### config.mk
export PLATFORM = sky130hd
export DESIGN_NAME = byte_rx_serial
export DESIGN_NICKNAME = d
export VERILOG_FILES = /design/src/rtl/byte_rx_serial_pkg.sv /design/src/rtl/byte_rx_serial_com_detector.sv /design/src/rtl/byte_rx_serial.sv
export SDC_FILE = /design/constraint.sdc
export NUM_CORES = 1
export LEC_CHECK = 0
export ABC_AREA = 1
export BUFFER_PORTS_ARGS = -buffer_cell sky130_fd_sc_hd__buf_2
export CAP_MARGIN = 20
export CORE_MARGIN = 2
export CORE_UTILIZATION = 35
export CTS_CLUSTER_SIZE = 28
export DETAILED_ROUTE_END_ITERATION = 6
export SLEW_MARGIN = 10
export SYNTH_ARGS = -nofsm -noshare
export SYNTH_HDL_FRONTEND = slang
export SYNTH_SLANG_ARGS = --single-unit
### constraint.sdc
create_clock -name CLK -period 1.6 [get_ports CLK]
set_clock_uncertainty 0.15 [all_clocks]
set_input_delay 0.08 -clock CLK [delete_from_list [all_inputs] [get_ports CLK]]
set_output_delay 0.08 -clock CLK [all_outputs]
set_load 0.005 [all_outputs]
### src/rtl/byte_rx_serial_pkg.sv
// Shared constants for the serial byte receiver: comma symbol and FSM state encoding.
package byte_rx_serial_pkg;

    localparam logic [7:0] ComSymbol = 8'hBC;

    typedef enum logic [1:0] {
        StSearch = 2'd0,
        StSync   = 2'd1,
        StLocked = 2'd2
    } rx_state_e;

endpackage

### src/rtl/byte_rx_serial_com_detector.sv
// Combinational match of one byte against the comma symbol; shared with the TX side.
module byte_rx_serial_com_detector
    import byte_rx_serial_pkg::*;
#(
    parameter logic [7:0] COM = ComSymbol
) (
    input  logic [7:0] byte_val,
    output logic       is_com
);

    assign is_com = (byte_val == COM);

endmodule

### src/rtl/byte_rx_serial.sv
// Serial-to-byte receiver: hunts for COM alignment, locks after LOCK_COUNT aligned COMs,
// then strobes out every non-COM byte.
module byte_rx_serial
    import byte_rx_serial_pkg::*;
#(
    parameter logic [7:0]  COM        = ComSymbol,
    parameter int unsigned LOCK_COUNT = 4
) (
    input  logic       CLK,
    input  logic       reset,
    input  logic       data_in,
    output logic [7:0] data_out,
    output logic       valid_out,
    output logic       active,
    output logic       com_det
);

    localparam logic [3:0] LockCnt = 4'(LOCK_COUNT);

    rx_state_e  state;
    // Only the seven most recent bits are stored; data_in supplies the eighth.
    logic [6:0] sr;
    logic [2:0] bit_cnt;
    logic [3:0] com_cnt;
    logic [7:0] sr_next;
    logic       is_com;
    logic       boundary;

    assign sr_next  = {sr, data_in};
    assign boundary = (bit_cnt == 3'd7);

    byte_rx_serial_com_detector #(
        .COM (COM)
    ) u_com_detector (
        .byte_val (sr_next),
        .is_com   (is_com)
    );

    always_ff @(posedge CLK or negedge reset) begin
        if (!reset) begin
            state     <= StSearch;
            sr        <= '0;
            bit_cnt   <= '0;
            com_cnt   <= '0;
            data_out  <= '0;
            valid_out <= 1'b0;
            active    <= 1'b0;
            com_det   <= 1'b0;
        end else begin
            sr        <= sr_next[6:0];
            valid_out <= 1'b0;
            com_det   <= 1'b0;
            unique case (state)
                StSearch: begin
                    bit_cnt <= '0;
                    if (is_com) begin
                        com_det <= 1'b1;
                        com_cnt <= 4'd1;
                        if (LOCK_COUNT == 1) begin
                            state  <= StLocked;
                            active <= 1'b1;
                        end else begin
                            state <= StSync;
                        end
                    end
                end
                StSync: begin
                    bit_cnt <= bit_cnt + 3'd1;
                    if (boundary) begin
                        if (is_com) begin
                            com_det <= 1'b1;
                            com_cnt <= com_cnt + 4'd1;
                            if (com_cnt + 4'd1 == LockCnt) begin
                                state  <= StLocked;
                                active <= 1'b1;
                            end
                        end else begin
                            state   <= StSearch;
                            com_cnt <= '0;
                            bit_cnt <= '0;
                        end
                    end
                end
                StLocked: begin
                    bit_cnt <= bit_cnt + 3'd1;
                    if (boundary) begin
                        if (is_com) begin
                            com_det <= 1'b1;
                        end else begin
                            data_out  <= sr_next;
                            valid_out <= 1'b1;
                        end
                    end
                end
                default: begin
                    state   <= StSearch;
                    bit_cnt <= '0;
                    com_cnt <= '0;
                end
            endcase
        end
    end

endmodule

======== After elaboration in Yosys (flattened, before gate mapping) ========
Index checks and enable logic that the tools add are counted.
word-level totals
  output and inout bits ................... 11
  logic and storage cells ................. 44
  register bits ........................... 27
cells by class
  reduce and logical (&&, ||, !) cells .... 6
  mux-type cells .......................... 18
  bitwise gates (word level) .............. 2
  equality and inequality tests ........... 8
  add/subtract/negate cells ............... 2
operators with widths
  operator                                             number
  two-way mux 4 bit                                    3
  one-hot mux 4 bit (3 select lines)                   1
  equality test 8 bit, second input constant           1
  two-way mux 2 bit                                    4
  AND reduction 4 bit                                  2
  two-way mux 3 bit                                    2
  one-hot mux 2 bit (3 select lines)                   1
  one-hot mux 3 bit (2 select lines)                   1
  AND reduction 3 bit                                  2
  two-way mux 1 bit                                    5
  adder 4 x 1 -> 4 bit, second input constant          1
  equality test 4 x 3 -> 1 bit, second input constant  1
  inequality test 2 bit, second input constant         2
  adder 3 x 1 -> 3 bit, second input constant          1
  equality test 3 bit, second input constant           1
  inequality test 3 bit, second input constant         1
  equality test 2 x 1 -> 1 bit, second input constant  1
  equality test 2 bit, second input constant           1
  zero test 2 bit                                      1
  NOT 1 bit                                            2
  one-hot mux 1 bit (2 select lines)                   1
  OR reduction 2 bit                                   1

======== Logic depth before layout (Yosys ltp) ========
Gate-level depths: netlist of the first run.
  depth in word-level cells ............... 6
  gate-level depth with buffers ........... 10
  depth with buffers taken out ............ 10

======== Cells and area by module ========
A second synthesis of the first run with hierarchy kept.
unflattened totals
  cell total of the unflattened synthesis .. 122
  area, all modules ....................... 1163.6 um^2
modules (own cells, without submodules)
  module                       area an instance (um^2)  cells each  times used
  byte_rx_serial               1123.6                   112         1
  byte_rx_serial_com_detector  40.0                     10          1

======== Worst setup path before layout of the first run ========
No wires, ideal clock.
  path type ............................... register -> register
  start ................................... reg state[1]
  end ..................................... reg state[0]
  buffers on the path ..................... 0
  arrival time ............................ 1237 ps
  data required time ...................... 1333 ps
  setup time .............................. 117 ps
  period minus slack after synthesis ...... 1504 ps
  cell stages (with the launch flop) ...... 11
  slack ................................... 96 ps
  cells stage by stage .................... dfrtp_1 > inv_1 > ha_1 > inv_2 > nor2_1 > nor2_2 > inv_2 > a21oi_4 > nand2_2 > nand2_1 > nand2_1
on the way
  cells in the longest elaborated chain, start to end .. 3
  elaborated cells on any way between the ends .. 9
ends and longest elaborated chain
  what                                                            line                  RTL
  from (decl)                                                     byte_rx_serial.sv:20  rx_state_e state;
  from (signal assigned)                                          byte_rx_serial.sv:41  state <= StSearch;
  from (signal assigned)                                          byte_rx_serial.sv:60  state <= StLocked;
  from (signal assigned)                                          byte_rx_serial.sv:63  state <= StSync;
  equality test 2 x 1 -> 1 bit (tied with other cells)            byte_rx_serial.sv:53  unique case (state)
  inequality test 3 bit (no source line) (tied with other cells)  n/a
  AND reduction 4 bit (no source line)                            n/a
Several ways; a longest one is shown, not always the timed one.
A chain may end at the register's enable or synchronous reset.

======== Final worst setup path of the first run ========
  start ................................... reg state[0]
  end ..................................... reg com_cnt[3]
on the way
  cells in the longest elaborated chain, start to end .. 3
  elaborated cells on any way between the ends .. 8
ends and longest elaborated chain
  what                                                                 line                  RTL
  equality test 2 x 1 -> 1 bit (tied with other cells)                 byte_rx_serial.sv:53
  inequality test 2 bit (no source line) or NOT 1 bit (tied branches)  n/a
  AND reduction 3 bit (no source line)                                 n/a
  to (signal assigned)                                                 byte_rx_serial.sv:72  com_cnt <= com_cnt + 4'd1;
  to (decl)                                                            byte_rx_serial.sv:24  logic [3:0] com_cnt;
Several ways; a longest one is shown, not always the timed one.

==> run_results.csv, run 1 <==
group,metric,value,unit
layout,stdcell_count,198,
clocking,numCtsBuffers,3,
setup_path,regToRegEndpoint,"com_cnt[3]$_DFFE_PN0P_",
worst_hold_path,hp-class,"in -> async",
die,coreArea,0.003337,mm²
synthesis,yosys_register_bits,27,
layout,area_growth,22.51,%
setup_path,crit_chain,"ha_4 > inv_2 > nor2_4 > nor2_2 > inv_2 > a21oi_4 > buf_4 > o21ai_2",
die,die_x,62.98,µm
placed_design,finalWeightedCongestion,0.7193,
setup_path,critPathMaxFanout,7,
clocking,clockBufferDepth,2,
setup_path,cp.arrival,1.67,ns
timing,tightest_slew,0.5878,ns
timing,fin_crit,1.592,ns
synthesis,synth.largest_area_cell,"dfrtp_1",
synthesis,synth_edf_count,0,
die,die_area,0.003966,mm²
global_routing,grt_start_max_net_pins,28,
setup_path,crit_top_cell,"inv_2",
die,fp-row-count,21,
synthesis,synth.avg_cell_area,9.739,µm²
layout,nNetsFinal,164,
setup_path,startpoint_type,"register",
clocking,cts.sinks,27,
timing,rsz0062_at_grt,"true",
synthesis,synth_most_common_cell,"nand2_1",
timing,min_period_over_period,99.49,%
timing,drv_slew,0,
synthesis,synth_area_leaders,"dfrtp_1 (55%), nand2_1 (11%), ha_1 (8.2%)",
timing,finalWorstSetupSlack,0.008215,ns
die,io_pins,14,
run,maxCapViolations,0,
timing,fmax,628.2,MHz
drt,drcViolationCount,0,
setup_path,max_stage_delay,0.48,ns
synthesis,synth_cell_type_count,21,
outcome,status,"finished clean",
setup_path,crit_path_end_kind,"register",
global_routing,grt_use_total,10.89,%
clocking,path_clk_slew,0.15,ns
clocking,tritoncts,"built",
global_routing,grt_pass1_vias,808,
synthesis,syn_inst,125,
clocking,clock_latency,0.32,ns
synthesis,ys_top_cells_by_count,"nand2_1 (37), dfrtp_1 (27), inv_1 (11)",
setup_path,crit_type,"reg -> reg",
drt,first_pass_iters,4,
placed_design,dp_hpwl,1.492,mm
drt,via_per_inst,4.313,
timing,slew-limit-headroom,60.82,%
setup_path,r2r_cells,8,
setup_path,r2r_start,"state[0]$_DFFE_PN0P_",
placed_design,pre_cts_slack,-0.006070,ns
timing,hold_violations,0,
timing,whs,0.1201,ns
global_routing,grt-ovfl-total,0,
layout,num-fill-cells,333,
drt,drt-total-wl,2.067,mm
synthesis,synth_area,0.001217,mm²
synthesis,synth_seq_area_share,55.50,%
synthesis,synth_top_flop_cell,"dfrtp_1",
global_routing,grt_pass1_wl,3.505,mm
setup_path,crit_path_start,"state[0]$_DFFE_PN0P_",
drt,drt_iter0_drc,45,
clocking,cts-root-buf,"clkbuf_4",
layout,drive_gt1_share,34.21,%
drt,final_antenna_net_count,0,
global_routing,antenna_found_initial,0,
drt,vias,854,
timing,setup-violations-final,0,
placed_design,dp.cells,186,
pwr,p_leak,0.7853,nW
synthesis,ys_async_sr_fraction,100.0,%
clocking,cts.htree.levels,1,
pwr,ir_drop,0.0003307,V
setup_path,critPathRequiredTime,1.68,ns
layout,diodes,0,
placed_design,io_buffers,13,
die,start_util,36.48,%
synthesis,yosys_warnings,0,
setup_path,r2r_slack,0.008,ns
setup_path,worst_path_max_delay_cell,"dfrtp_2",
synthesis,mappedNetlistNets,136,
pwr,power_density,1030,mW/mm²
die,dieHeight,62.98,µm
synthesis,synth_top_area_share,55.50,%
drt,wire_per_inst,10.44,µm
[timing repair]
item / CTS / global route
endpoints found under the hold margin: 29 / 0
gates resized for setup: 3 / 11
hold buffers: 2 / 0
setup endpoints to repair: 5 / 6
pin swaps: 1 / 7
buffers inserted: 3 / 3
[metrics by stage]
stage	setup TNS [ns]	util (%)	total power [W]	cell area, µm²
after floorplan	0	-	0.001046	1217
after global placement	0	40.49	0.001130	1351
after detailed placement	-0.006070	40.49	0.001143	1351
after CTS	0	43.04	0.001458	1436
after global routing	-0.4497	44.69	0.001638	1491
final	0	44.69	0.001537	1491
[cells in the final DEF (no fill, tap or decap), types with 3 or more instances in the layout]
cell,instances
ha_1,4
inv_1,10
nand2_1,37
nand2_2,6
nor2_4,4
nor2_1,6
o21ai_1,5
buf_4,8
clkbuf_4,3
buf_2,13
dfrtp_1,25
inv_2,5
nand3_1,4
[worst max path at each step]
stage                                         to  slack, ns  depth (start not counted)
final                     com_cnt[3]$_DFFE_PN0P_      0.008                          8
after global routing        state[0]$_DFFE_PN0P_      -0.11                         10
after CTS                   state[0]$_DFFE_PN0P_      0.008                          8
after detailed placement    state[0]$_DFFE_PN0P_     -0.006                          9
after global placement      state[1]$_DFFE_PN0P_       0.03                         10
after floorplan             state[0]$_DFFE_PN0P_        0.1                         10
[worst max-delay path, delay by kind of cell, from the launching register on]
kind,cells,cell delay [ns]
AOI/OAI and AO/OA,2,0.24
DFF,1,0.48
and+or+nand+nor,2,0.16
adders and majority gates,1,0.18
buffers and inverters,3,0.29
[state kept, by name, summed over array words and instances, names as in the netlist]
name and flops:
active 1, bit_cnt 3, com_cnt 4, com_det 1, data_out 8, sr 7
state 2, valid_out 1
[cell families (layout without fill, tap and decap cells)]
family / after synthesis / count (layout) / share of synthesized area (%)
DFF: 27 / 27 / 55.50
buffers and inverters: 16 / 43 / 5.549
and+or+nand+nor: 62 / 62 / 24.26
AOI/OAI and AO/OA: 12 / 12 / 6.474
adders and majority gates: 8 / 8 / 8.222
[final cells by class]
cell class / count / area (µm²) / area share [%]
clock buffer: 3 / 22.52 / 1.510
clock inverter: 1 / 5.005 / 0.3356
inverter: 15 / 56.30 / 3.775
multi-input combinational: 82 / 515.5 / 34.56
sequential: 27 / 678.2 / 45.47
tap: 46 / 57.56 / 3.859
timing repair buffer: 24 / 156.4 / 10.49
[per-layer routing]
layer / vias to the layer above / part of all wire (%) / global-route usage (%)
li1: 442 / - / -
met1: 400 / 47 / 13.94
met2: 10 / 49 / 18.88
met3: 2 / 2.0 / 1.081
met4: 0 / 1.3 / 4.167
met5: - / 0 / 0
[power by group]
group          switching [W]  internal (W)  total (W)
clock network       0.000201     0.0000934   0.000294
logic               0.000245      0.000201   0.000446
registers          0.0000579      0.000738   0.000796
(Power assumes the default switching activity.)
==> inputs of run 2 (changes only) <==
--- a/config.mk
+++ b/config.mk
@@ -6,12 +6,12 @@
 export NUM_CORES = 1
 export LEC_CHECK = 0
 export ABC_AREA = 1
-export BUFFER_PORTS_ARGS = -buffer_cell sky130_fd_sc_hd__buf_2
 export CAP_MARGIN = 20
 export CORE_MARGIN = 2
 export CORE_UTILIZATION = 35
 export CTS_CLUSTER_SIZE = 28
 export DETAILED_ROUTE_END_ITERATION = 6
+export DONT_BUFFER_PORTS = 1
 export SLEW_MARGIN = 10
 export SYNTH_ARGS = -nofsm -noshare
 export SYNTH_HDL_FRONTEND = slang
==> run 2 against run 1 <==
Sequential cell count unchanged. Core utilization shrank 1.2 points. Clock-buffer cell count is the same. Sequential share of layout area rose by 1.0 points. Critical path type unchanged. Largest cell class unchanged.
==> run_results.csv, run 2 (synthesis gave the netlist of run 1 again) <==
group,metric,value,unit
die,io_pins,14,
die,dieHeight,62.98,µm
die,coreArea,0.003337,mm²
worst_hold_path,hp-class,"in -> async",
layout,largest_register,"data_out",
setup_path,path_delay_family,"flip-flops",
layout,num-fill-cells,340,
die,die_area,0.003966,mm²
setup_path,crit_chain,"ha_2 > ha_4 > nor2_4 > nor2_4 > inv_2 > a21oi_4 > nand2_2 > nand2_1 > nand2_1",
layout,stdcell_count,186,
setup_path,critPathMaxFanout,7,
run,maxCapViolations,0,
drt,wl_met1,962,µm
setup_path,worst_path_max_delay_cell,"dfrtp_1",
pwr,ir_drop,0.0004037,V
drt,drt_iter0_drc,48,
setup_path,critPathRequiredTime,1.68,ns
setup_path,path_buf_inv,1,
drt,first_pass_iters,5,
drt,met2WireLength,964,µm
timing,slew-limit-headroom,81.69,%
placed_design,dp_hpwl,1.420,mm
drt,highest_layer,"met4",
global_routing,antenna_found_initial,0,
timing,tightest_slew,0.2717,ns
setup_path,crit_path_end_kind,"register",
drt,drcViolationCount,0,
drt,final_antenna_net_count,0,
pwr,p_leak,0.7231,nW
die,start_util,36.48,%
drt,via_per_inst,4.371,
placed_design,io_buffers,0,
layout,reg_top3,"data_out x8, sr x7, com_cnt x4",
timing,setup-violations-final,0,
placed_design,pre_cts_slack,0.006972,ns
timing,fmax,648.8,MHz
pwr,power_density,1065,mW/mm²
clocking,cts.htree.levels,1,
layout,drive_gt1_share,27.14,%
clocking,numCtsBuffers,3,
layout,area_growth,19.32,%
global_routing,grt_pass1_wl,3.574,mm
timing,min_period_over_period,96.33,%
drt,wire_per_inst,10.76,µm
drt,wl_met3,35,µm
timing,drv_slew,0,
layout,diodes,0,
timing,finalWorstSetupSlack,0.05879,ns
setup_path,startpoint_type,"register",
layout,final_cell_mix,"nand2_1 (37), dfrtp_1 (27), inv_1 (10)",
layout,multi_input_comb_area,519.2,µm²
drt,drt-total-wl,2.002,mm
layout,layout_commonest_cell,"nand2_1",
setup_path,max_stage_delay,0.38,ns
setup_path,crit_type,"reg -> reg",
clocking,tritoncts,"built",
setup_path,cp.depth,9,
clocking,path_clk_slew,0.16,ns
global_routing,grt_use_total,11.15,%
setup_path,r2r_cells,9,
timing,hold_violations,0,
layout,largest_reg_flops,8,
layout,nNetsFinal,152,
timing,fin_crit,1.541,ns
die,fp-row-count,21,
die,die_x,62.98,µm
global_routing,grt-ovfl-total,0,
placed_design,dp.cells,173,
timing,rsz0062_at_grt,"true",
drt,vias,813,
global_routing,grt_pass1_vias,814,
clocking,clock_latency,0.33,ns
clocking,clockBufferDepth,2,
outcome,status,"finished clean",
placed_design,finalWeightedCongestion,0.7663,
clocking,cts.sinks,27,
setup_path,cp.arrival,1.62,ns
layout,seqCellArea,675.6,µm²
global_routing,grt_start_max_net_pins,28,
clocking,cts-root-buf,"clkbuf_4",
## run 2: what timing repair did
action / 4_1_cts / 5_1_grt
hold buffers: 3 / 0
gates resized for setup: 2 / 12
setup endpoints to repair: 3 / 7
hold endpoints to repair: 30 / 0
pin swaps: 0 / 5
buffers inserted: 3 / 3
## run 2: final timing paths
path / startpoint / to / slack (ns)
worst max-delay path: bit_cnt[0]$_DFF_PN0_ / state[0]$_DFFE_PN0P_ / 0.06
worst min-delay path: reset / data_out[6]$_DFFE_PN0P_ / 0.02
worst max register to register: bit_cnt[0]$_DFF_PN0_ / state[0]$_DFFE_PN0P_ / 0.06
worst min register to register: sr[5]$_DFF_PN0_ / sr[6]$_DFF_PN0_ / 0.25
max in group asynchronous: reset / com_cnt[0]$_DFFE_PN0P_ / 1.12
min in group CLK: data_in / sr[0]$_DFF_PN0_ / 0.20
## run 2: metal layers
layer / vias up / track usage (%)
met5: - / 0
met4: 0 / 5.556
met3: 4 / 1.261
met2: 10 / 18.35
met1: 377 / 14.47
li1: 422 / -
## run 2: stage by stage
stage	utilization, %	TNS (ns)	area (µm²)	hold WS (ns)	power [W]
floorplan	-	0	1217	-0.3656	0.001046
finish	43.53	0	1453	0.01902	0.001548
global placement	38.55	0	1286	-0.3651	0.001112
CTS	41.39	0	1381	0.008417	0.001486
global route	43.53	-0.2192	1453	0.03197	0.001672
detailed placement	38.55	0	1286	-0.3650	0.001127
## run 2: cell type report
cell class                      count  area share [%]
Sequential cell                    27           46.51
Clock buffer                        3           1.550
Inverter                           15           4.048
Timing Repair Buffer               12           7.666
Multi-Input combinational cell     82           35.75
Tap cell                           46           3.962
Clock inverter                      1          0.5168
## run 2: power breakdown
group	total (W)	internal, W	leakage, nW	switching [W]
Clock	0.000301	0.0000955	0.0139	0.000205
Combinational	0.000461	0.000207	0.353	0.000253
Sequential	0.000786	0.000733	0.357	0.0000528
Total	0.00155	0.00104	0.723	0.000512
